===== src/rtl/sync_up_counter_mod.sv =====
// Synchronous modulo-MODULUS up counter with enable, clear, parallel load,
// cascadable terminal count, sticky overflow and a load-range error pulse.
// Every flop is on clk; there are no derived or gated clocks.
module sync_up_counter_mod #(
   parameter int WIDTH   = 4,
   parameter int MODULUS = 16
) (
   input  logic             clk,
   input  logic             rst,       // synchronous, active low
   input  logic             en,
   input  logic             clr,
   input  logic             load,
   input  logic [WIDTH-1:0] d,
   output logic [WIDTH-1:0] q,
   output logic             tc,
   output logic             ovf,
   output logic             load_err
);

   // Reject illegal parameterisations at elaboration time.
   generate
      if (WIDTH < 1 || WIDTH > 31 || MODULUS < 2 ||
          longint'(MODULUS) > (longint'(1) << WIDTH)) begin : g_bad_param
         $error("sync_up_counter_mod: need 2 <= MODULUS <= 2**WIDTH (WIDTH=%0d MODULUS=%0d)",
                WIDTH, MODULUS);
      end
   endgenerate

   // Last count value before the wrap; equals all-ones when MODULUS == 2**WIDTH.
   localparam logic [WIDTH-1:0] MAXQ = WIDTH'(MODULUS - 1);

   logic [WIDTH-1:0] count_q, count_d;
   logic             ovf_q, ovf_d;
   logic             lerr_q, lerr_d;
   logic             at_max;

   assign at_max = (count_q == MAXQ);

   // Next state: clr > load > en > hold. load_err is a pulse, so it
   // defaults low and is only raised by an out-of-range load.
   always_comb begin
      count_d = count_q;
      ovf_d   = ovf_q;
      lerr_d  = 1'b0;
      if (clr) begin
         count_d = '0;
         ovf_d   = 1'b0;
      end else if (load) begin
         if (d > MAXQ) begin
            count_d = MAXQ;
            lerr_d  = 1'b1;
         end else begin
            count_d = d;
         end
      end else if (en) begin
         if (at_max) begin
            count_d = '0;
            ovf_d   = 1'b1;
         end else begin
            count_d = count_q + WIDTH'(1);
         end
      end
   end

   // State registers; reset overrides every other control input.
   always_ff @(posedge clk) begin
      if (!rst) begin
         count_q <= '0;
         ovf_q   <= 1'b0;
         lerr_q  <= 1'b0;
      end else begin
         count_q <= count_d;
         ovf_q   <= ovf_d;
         lerr_q  <= lerr_d;
      end
   end

   // tc ignores load/clr so a downstream stage steps on the same edge as this one.
   assign tc       = at_max && en;
   assign q        = count_q;
   assign ovf      = ovf_q;
   assign load_err = lerr_q;

endmodule


===== config.mk =====
export PLATFORM = sky130hd
export DESIGN_NAME = sync_up_counter_mod
export DESIGN_NICKNAME = d
export VERILOG_FILES = /design/src/rtl/sync_up_counter_mod.sv
export SDC_FILE = /design/constraint.sdc
export NUM_CORES = 1
export LEC_CHECK = 0
export ABC_AREA = 1
export CAP_MARGIN = 20
export CORE_AREA = 2 2 39 41
export CTS_BUF_LIST = sky130_fd_sc_hd__clkbuf_8 sky130_fd_sc_hd__clkbuf_16
export DETAILED_ROUTE_END_ITERATION = 10
export DIE_AREA = 0 0 41 43
export PLACE_DENSITY = 0.54
export SLEW_MARGIN = 20
export SYNTH_ARGS = -nofsm -noshare
export SYNTH_HDL_FRONTEND = slang
export SYNTH_SLANG_ARGS = --single-unit

===== constraint.sdc =====
create_clock -name clk -period 1.2 [get_ports clk]
set_clock_uncertainty 0.1 [all_clocks]
set_input_delay 0.24 -clock clk [delete_from_list [all_inputs] [get_ports clk]]
set_output_delay 0.24 -clock clk [all_outputs]
set_load 0.03 [all_outputs]

==> metrics, run 1 <==
die area approximately 1800 um^2; Routed Wire Length 719 um; critical path arrival 1.02 ns; syn_nets 52; area share of the largest cell type after synthesis 34.8%; fin crit share 113%; EDFF count, synth 0; Max Fclk approximately 740 MHz; Fillers ~160; worst hold-check path type reg2reg; largest net degree at the start of global routing 7; Setup crit start kind flop; Crit-path slowest cell dfxtp_4; Seq/Total Area, Yosys roughly a third; CTS tree done; Fin. Hold Viols 0; clock tree buffer depth 2; Die Wd a little over 40 um; synth top area cells dfxtp_1 (35%), nand2_1 (9.1%), inv_1 (7.8%), nor2_1 (6.5%), a21oi_1 (5.2%); TritonCTS Buffers 3; Leakage 0.261 nW; synthesized flop and latch total 5; Setup WS pre-CTS -0.284 ns; Starting DRT DRC Count 2; Worst path max stage delay approximately 0.35 ns; VDD IR max ~0.5 mV; Fin Setup TNS -0.217 ns; Slew Viols, Final 0; Netlist cell types 18; min cycle time layout around 1.4 ns; most common cell in the netlist nand2_1; Post-CTS Hold Buffers 0; drt wl/cell between 8 and 9 um; gr usage total 10.8%; Worst EP required roughly 0.86 ns; CP bufs+invs 1; htree depth 1; number of global-route vias before repair around 290; RSZ-0062 raised after global routing yes; Seq pwr share between 30 and 40%; nets@finish 76; synth cell count leaders nand2_1 (7), inv_1 (6), dfxtp_1 (5), nor2_1 (5); clock sink count 5; design area approximately 570 um^2; Combinational Power Share 16.8%; Yosys top cell by area dfxtp_1; Clk pwr share ~53%; initial antenna violation count 0; top_reg_cell synth dfxtp_1; first-pass GRT wire length between 1000 and 1500 um; routability congestion estimate between 0.7 and 0.8; Max Cap Violations 0; Final setup viols 2; Starting Density 20.8%; WHS 0.363 ns; core area between 1000 and 1500 um^2; worst path cell trace ha_4, nand3_4, nor2_4, buf_6; FP Rows 14; CTS Root Cell clkbuf_8; final setup margin -0.159 ns; diode count 0; fraction of registers with async set/reset 0%; Overall Power 576 uW; switching pwr about 140 uW; I/O Buffers 14; Final ANT Viol Nets 0; Ys Warns 0; share of layout cells above drive strength 1 38.5%; worst-path fanout max 2; Net Sw Frac 23.6%; vias approximately 340; post-route core utilization slightly above 40%; DRT Pass-1 Iters 2; P&R area growth vs syn 98.3%; GRT overflow 0; cell internal pwr around 440 uW; type of destination of the critical path output port; non-filler instance count after layout 81; critical path type reg2out; failing checks setup timing; Post-Synthesis Cells between 40 and 50; DP Area about 500 um^2; Clk pin slew, worst setup/hold paths 0.03 ns; synthesized area roughly 290 um^2; DR vias/cell about 4.1; I/O pins 16; syn avg cell area approximately 6.9 um^2; placed cell count 76; Die Ht around 43 um; hpwl dp between 600 and 700 um; status finished with violations; Worst path top cell family by delay flip-flops; worst skew pair latency 0.22 ns; Pwr Density just over 1000 nW/um^2; # DRC 0
layout by cell type (no fill, tap or decap), types with 3 or more instances in the layout:
master           n
buf_4            8
nand2_1          7
inv_1            7
clkdlybuf4s50_1  6
nor2_1           4
buf_6            4
nand3_1          3
a21oi_1          3
clkbuf_8         3
registers in the layout, summed over array words and instances (netlist names):
signal and count:
ovf 1, q 4
power by group through the flow:
stage                     clock [mW]  combinational [mW]  sequential, mW
after global routing           0.322               0.108           0.177
final                          0.303              0.0968           0.177
after CTS                      0.310              0.0968           0.177
after detailed placement           0              0.0966           0.179
after global placement             0              0.0974           0.179
after floorplan                    0              0.0317           0.192
final timing paths:
check / startpoint / cells after the start / slack [ns] / end
min reg2reg: ovf$_SDFFE_PP0P_ / 2 / 0.36 / ovf$_SDFFE_PP0P_
min: ovf$_SDFFE_PP0P_ / 2 / 0.36 / ovf$_SDFFE_PP0P_
max reg2reg: q[1]$_SDFFE_PP0P_ / 6 / -0.06 / q[0]$_SDFFE_PP0P_
max: q[1]$_SDFFE_PP0P_ / 4 / -0.16 / tc
layout make-up:
cell class,instances,area (um^2),share of cell area [%]
clock buffers,3,41.3,7.24
multi-input cells,29,186,32.7
repair buffers,20,183,32.0
flip-flops and latches,5,110,19.3
clock inverters,1,3.75,0.658
inverters,7,26.3,4.61
well taps,16,20.0,3.51
metal layers:
layer	up-vias	part of all wire (%)	routed length, um	GRT usage, %
li1	179	-	-	-
met2	15	43	307	13.4
met4	0	3.9	28	12.0
met3	4	8.8	63	3.14
met1	138	44	319	13.1
met5	-	0	0	0
worst reg2reg max path, stage by stage, from the launching register on:
cell	delay, ns
dfxtp_4	0.34
ha_4	0.17
nand3_4	0.09
buf_4	0.12
nand2_1	0.05
or2_0	0.19
a21oi_1	0.12
what timing repair did:
item	in CTS	in global routing
gates resized for setup	5	2
endpoints found under the setup margin	4	4
buffers inserted	0	1
pin swaps	4	2
kinds of logic after synthesis:
group | after synthesis | synth area share, %
xor gates and xnor gates | 1 | 3.04
other | 1 | 1.30
adders and majority gates | 1 | 4.35
and+or+nand+nor | 20 | 32.6
DFF | 5 | 34.8
buffers and inverters | 8 | 11.7
AOI/OAI and AO/OA | 6 | 12.2
Note: power is estimated with default switching activity, not from simulation.
==> run 2, diff against run 1 <==
--- a/config.mk
+++ b/config.mk
@@ -5,13 +5,12 @@
 export SDC_FILE = /design/constraint.sdc
 export NUM_CORES = 1
 export LEC_CHECK = 0
-export ABC_AREA = 1
 export CAP_MARGIN = 20
 export CORE_AREA = 2 2 39 41
 export CTS_BUF_LIST = sky130_fd_sc_hd__clkbuf_8 sky130_fd_sc_hd__clkbuf_16
 export DETAILED_ROUTE_END_ITERATION = 10
 export DIE_AREA = 0 0 41 43
-export PLACE_DENSITY = 0.54
+export PLACE_DENSITY = 0.53
 export SLEW_MARGIN = 20
 export SYNTH_ARGS = -nofsm -noshare
 export SYNTH_HDL_FRONTEND = slang
==> run 2 against run 1 <==
Effect of this change: critical endpoint unchanged; die area stayed put; the flow still finishes with violations (setup timing); global-route usage is 0.60 points higher; via count is 5.7% lower; largest power group unchanged.
==> metrics, run 2 <==
status finished with violations; failing checks setup timing; synthesized area 280 um^2; initial antenna violation count 0; RSZ-0062 raised after global routing yes; r2r setup slk -0.09 ns; CTS tree done; Final setup viols 3; EDFF count, synth 0; Starting DRT DRC Count 1; Worst path max stage delay 0.35 ns; Fillers approximately 160; type of destination of the critical path output port; critical path endpoint tc; Post-CTS Hold Buffers 0; design area 579 um^2; CTS Root Cell clkbuf_8; htree depth 1; most common cell in the netlist dfxtp_1; placed cell count 67; Ys Warns 0; Seq/Total Area, Yosys between 30% and 40%; Fin Setup TNS -0.248 ns; gr usage total between 10% and 20%; synth top area cells dfxtp_1 (36%), xor2_1 (6.3%), a21oi_1 (5.4%), nand3b_1 (5.4%), ha_1 (4.5%); critical path type reg2out; synth cell count leaders dfxtp_1 (5), a21oi_1 (3), inv_1 (3), nand2_1 (3), nor2_1 (3); first-pass GRT wire length 1320 um; I/O Buffers 14; worst hold start ovf$_SDFFE_PP0P_; syn avg cell area 8.24 um^2; number of global-route vias before repair roughly 320; syn_nets 44; Max Fclk 738 MHz; Die Wd a little over 40 um; die area between 1500 and 2000 um^2; Final ANT Viol Nets 0; DR vias/cell 4.28; worst path cell trace ha_4, nand3_4, nor2_4, buf_6; WHS roughly 0.40 ns; largest net degree at the start of global routing 8; Overall Power around 580 uW; clock sink count 5; worst skew pair latency 0.22 ns; Worst path top cell family by delay flip-flops; Post-Synthesis Cells 34; Setup crit start kind flop; Max Cap Violations 0; Yosys top cell by area dfxtp_1; min cycle time layout around 1.4 ns; worst-path fanout max 2; I/O pins 16; Worst EP required 0.86 ns; critical path arrival ~1.0 ns; # DRC 0; sequential cell area between 100 and 150 um^2; core area 1380 um^2; Routed Wire Length about 760 um; CP bufs+invs 1; Worst Setup SP q[1]$_SDFFE_PP0P_; Clk pin slew, worst setup/hold paths about 0.040 ns; max reg flops 4; hpwl dp 549 um; Reg-to-Reg End q[0]$_SDFFE_PP0P_; worst r2r src q[1]$_SDFFE_PP0P_; Die Ht 43 um; vias between 300 and 400; Slew Viols, Final 0; Leakage approximately 0.24 nW; diode count 0; non-filler instance count after layout 74; FP Rows 14; drt wl/cell slightly above 10 um; area share of the largest cell type after synthesis between 30% and 40%; TritonCTS Buffers 3; final setup margin -0.155 ns; VDD IR max between 0.4 and 0.5 mV; FF-to-FF path depth 6; commonest non-fill, non-tap cell in the layout buf_4; GRT overflow 0; post-route core utilization around two fifths; Netlist cell types 19; nets@finish a little under 70; share of layout cells above drive strength 1 46.6%; clock tree buffer depth 2; Crit-path slowest cell dfxtp_4; top_reg_cell synth dfxtp_1; DRT Pass-1 Iters 2; Hold Crit Depth 2; Multi-input gate area approximately 200 um^2; worst hold-check path type reg2reg; Fin. Hold Viols 0; synthesized flop and latch total 5; DP Area approximately 490 um^2; Starting Density between 20% and 30%; P&R area growth vs syn 107%; commonest non-fill, non-tap cells in the layout buf_4 (9), clkdlybuf4s50_1 (6), inv_1 (4), buf_6 (4); routability congestion estimate a little under 0.7; Setup WS pre-CTS -0.291 ns; Pwr Density 1000 nW/um^2; fraction of registers with async set/reset 0%; critical path depth in cells 4; fin crit share 113%
## run 2: power by group
part	switching (mW)	internal (mW)	total, mW
Sequential	0.00781	0.171	0.179
Clock	0.0840	0.219	0.303
Combinational	0.0460	0.0522	0.0982
Total	0.138	0.443	0.581
## run 2: cells by family after synthesis
logic type,after synthesis,share of synthesized area [%]
other,1,1.34
flip-flops,5,35.7
multiplexers,1,4.02
buffers and inverters,4,6.70
XOR/XNOR,2,6.25
adder cells (fa/ha/maj),1,4.46
AND/OR/NAND/NOR,13,25.0
AO/OA/AOI/OAI,7,16.5
## run 2: how the worst min path moves through the flow
stage / end
floorplan: q[0]$_SDFFE_PP0P_
global placement: ovf$_SDFFE_PP0P_
CTS: ovf$_SDFFE_PP0P_
finish: ovf$_SDFFE_PP0P_
detailed placement: ovf$_SDFFE_PP0P_
global route: ovf$_SDFFE_PP0P_
## run 2: repair_timing
| item | 4_1_cts | 5_1_grt |
|---|---|---|
| setup buffers | 2 | 2 |
| setup endpoints to repair | 8 | 5 |
| resized for setup | 5 | 3 |
| pin swaps | 3 | 4 |
| cloned | 0 | 0 |
## run 2: area by class of cell
| type | count | area share (%) |
|---|---|---|
| clock inverter | 1 | 0.648 |
| tap | 16 | 3.46 |
| multi-input combinational | 25 | 35.0 |
| timing repair buffer | 21 | 32.8 |
| inverter | 3 | 1.94 |
| sequential | 5 | 19.0 |
| clock buffer | 3 | 7.13 |
## run 2: layer usage
| metal | up-vias | routed length (um) | global-route usage [%] |
|---|---|---|---|
| li1 | 164 | - | - |
| met1 | 136 | 390 | 17.3 |
| met2 | 15 | 299 | 12.2 |
| met3 | 2 | 53 | 3.14 |
| met4 | 0 | 16 | 10.0 |
| met5 | - | 0 | 0 |
## run 2: worst min-delay path: cells and delay by family, from the launching register on
kind            cells  cell delay [ns]
compound gates      1             0.05
flops               1             0.33
simple gates        1             0.08
==> run 3, diff against run 2 <==
--- a/config.mk
+++ b/config.mk
@@ -10,7 +10,7 @@
 export CTS_BUF_LIST = sky130_fd_sc_hd__clkbuf_8 sky130_fd_sc_hd__clkbuf_16
 export DETAILED_ROUTE_END_ITERATION = 10
 export DIE_AREA = 0 0 41 43
-export PLACE_DENSITY = 0.53
+export PLACE_DENSITY = 0.56
 export SLEW_MARGIN = 20
 export SYNTH_ARGS = -nofsm -noshare
 export SYNTH_HDL_FRONTEND = slang
==> run 3 against run 2 <==
Effect of this change: the flow still finishes with violations (setup timing); core utilization up 1.4 points; sequential power about the same; register-to-register slack hardly changed; highest routed layer unchanged; final cell count grew 2.7%.
==> metrics, run 3 (synthesized netlist as in run 2, its figures left out) <==
max reg flops 4; DRT Pass-1 Iters 1; Fin. Hold Viols 0; GRT overflow 0; share of layout cells above drive strength 1 48.3%; initial antenna violation count 0; FP Rows 14; commonest non-fill, non-tap cell in the layout buf_4; # DRC 0; routability congestion estimate 0.725; TritonCTS Buffers 3; type of destination of the critical path output port; I/O Buffers 14; min cycle time layout between 1 and 1.5 ns; VDD IR max ~0.54 mV; Starting DRT DRC Count 0; CTS Root Cell clkbuf_8; critical path arrival roughly 1 ns; DR vias/cell roughly 4.2; Overall Power between 500 and 600 uW; Post-CTS Hold Buffers 0; Worst EP required ~0.86 ns; Fillers between 100 and 150; post-route core utilization a little over two fifths; Reg-to-Reg End q[0]$_SDFFE_PP0P_; Die Wd approximately 40 um; non-filler instance count after layout 76; placed cell count 68; failing checks setup timing; worst hold start ovf$_SDFFE_PP0P_; Final setup viols 5; Die Ht approximately 43 um; worst skew pair latency 0.22 ns; number of global-route vias before repair 308; commonest non-fill, non-tap cells in the layout buf_4 (10), clkdlybuf4s50_1 (6), buf_6 (5), inv_1 (4); r2r setup slk -0.10 ns; nets@finish between 70 and 80; final setup margin -0.166 ns; Slew Viols, Final 0; Starting Density around a fifth; Leakage 0.255 nW; Final ANT Viol Nets 0; Max Cap Violations 0; FF-to-FF path depth 6; clock sink count 5; core area 1380 um^2; Pwr Density 977 nW/um^2; Setup WS pre-CTS -0.330 ns; Setup crit start kind flop; P&R area growth vs syn 113%; Clk pin slew, worst setup/hold paths ~0.04 ns; htree depth 1; largest net degree at the start of global routing 8; first-pass GRT wire length roughly 1300 um; critical path type reg2out; drt wl/cell between 10 and 15 um; hpwl dp approximately 550 um; diode count 0; Worst Hold End ovf$_SDFFE_PP0P_; Max Fclk 732 MHz; die area 1760 um^2; vias between 300 and 400; worst hold-check path type reg2reg; Fin Setup TNS -0.346 ns; gr usage total 11.1%; clock tree buffer depth 2; RSZ-0062 raised after global routing yes; worst r2r src q[0]$_SDFFE_PP0P_; Hold Crit Depth 2; Routed Wire Length about 770 um; status finished with violations; CTS tree done; I/O pins 16; worst-path fanout max 2; fin crit share 114%
[run 3: cell count changes in the layout (fill, tap and decap cells not counted), sizes merged]
cell | before | now
buf | 13 | 15
[run 3: through the flow]
| stage | hold slack (ns) | cell area (um^2) |
|---|---|---|
| after floorplan | 0.241 | 323 |
| after global placement | 0.376 | 498 |
| after detailed placement | 0.368 | 498 |
| after CTS | 0.380 | 573 |
| after global routing | 0.400 | 598 |
| final | 0.375 | 598 |
[run 3: power breakdown]
part | total (mW) | internal [mW] | switching, mW
clock | 0.305 | 0.220 | 0.0853
combinational | 0.100 | 0.0544 | 0.0460
sequential | 0.179 | 0.171 | 0.00801
total | 0.585 | 0.445 | 0.139
[run 3: layout make-up]
cell class              instances  area (um^2)  share of cell area [%]
clock inverters                 1         3.75                   0.628
inverters                       3         11.3                    1.88
well taps                      16         20.0                    3.35
clock buffers                   3         41.3                    6.90
flip-flops and latches          5          110                    18.4
multi-input cells              25          203                    33.9
repair buffers                 23          209                    34.9
[run 3: how the worst max path moves through the flow]
stage,startpoint,slack [ns],end,cells past startpoint
after CTS,q[0]$_SDFFE_PP0P_,-0.18,tc,4
after global routing,q[0]$_SDFFE_PP0P_,-0.22,tc,4
final,q[0]$_SDFFE_PP0P_,-0.17,tc,4
after global placement,en,-0.31,tc,4
after floorplan,q[1]$_SDFFE_PP0P_,-0.01,tc,3
after detailed placement,en,-0.33,q[1]$_SDFFE_PP0P_,4
[run 3: per-layer routing]
metal | wire [um] | share of wire (%) | track usage, %
met5 | 0 | 0 | 0
met4 | 9 | 1.2 | 8.00
met3 | 69 | 9.0 | 3.66
met2 | 351 | 46 | 14.4
met1 | 337 | 44 | 14.8
[run 3: critical path: stages, from the launching register on]
cell and delay [ns]:
dfxtp_4 0.35, ha_4 0.15, nand3_4 0.09, nor2_4 0.09, buf_6 0.13
[run 3: what timing repair did]
| item | CTS | global route |
|---|---|---|
| endpoints found under the setup margin | 8 | 5 |
| pin swaps | 3 | 2 |
| setup buffers | 2 | 2 |
| gates cloned | 0 | 0 |
| resized for setup | 6 | 3 |
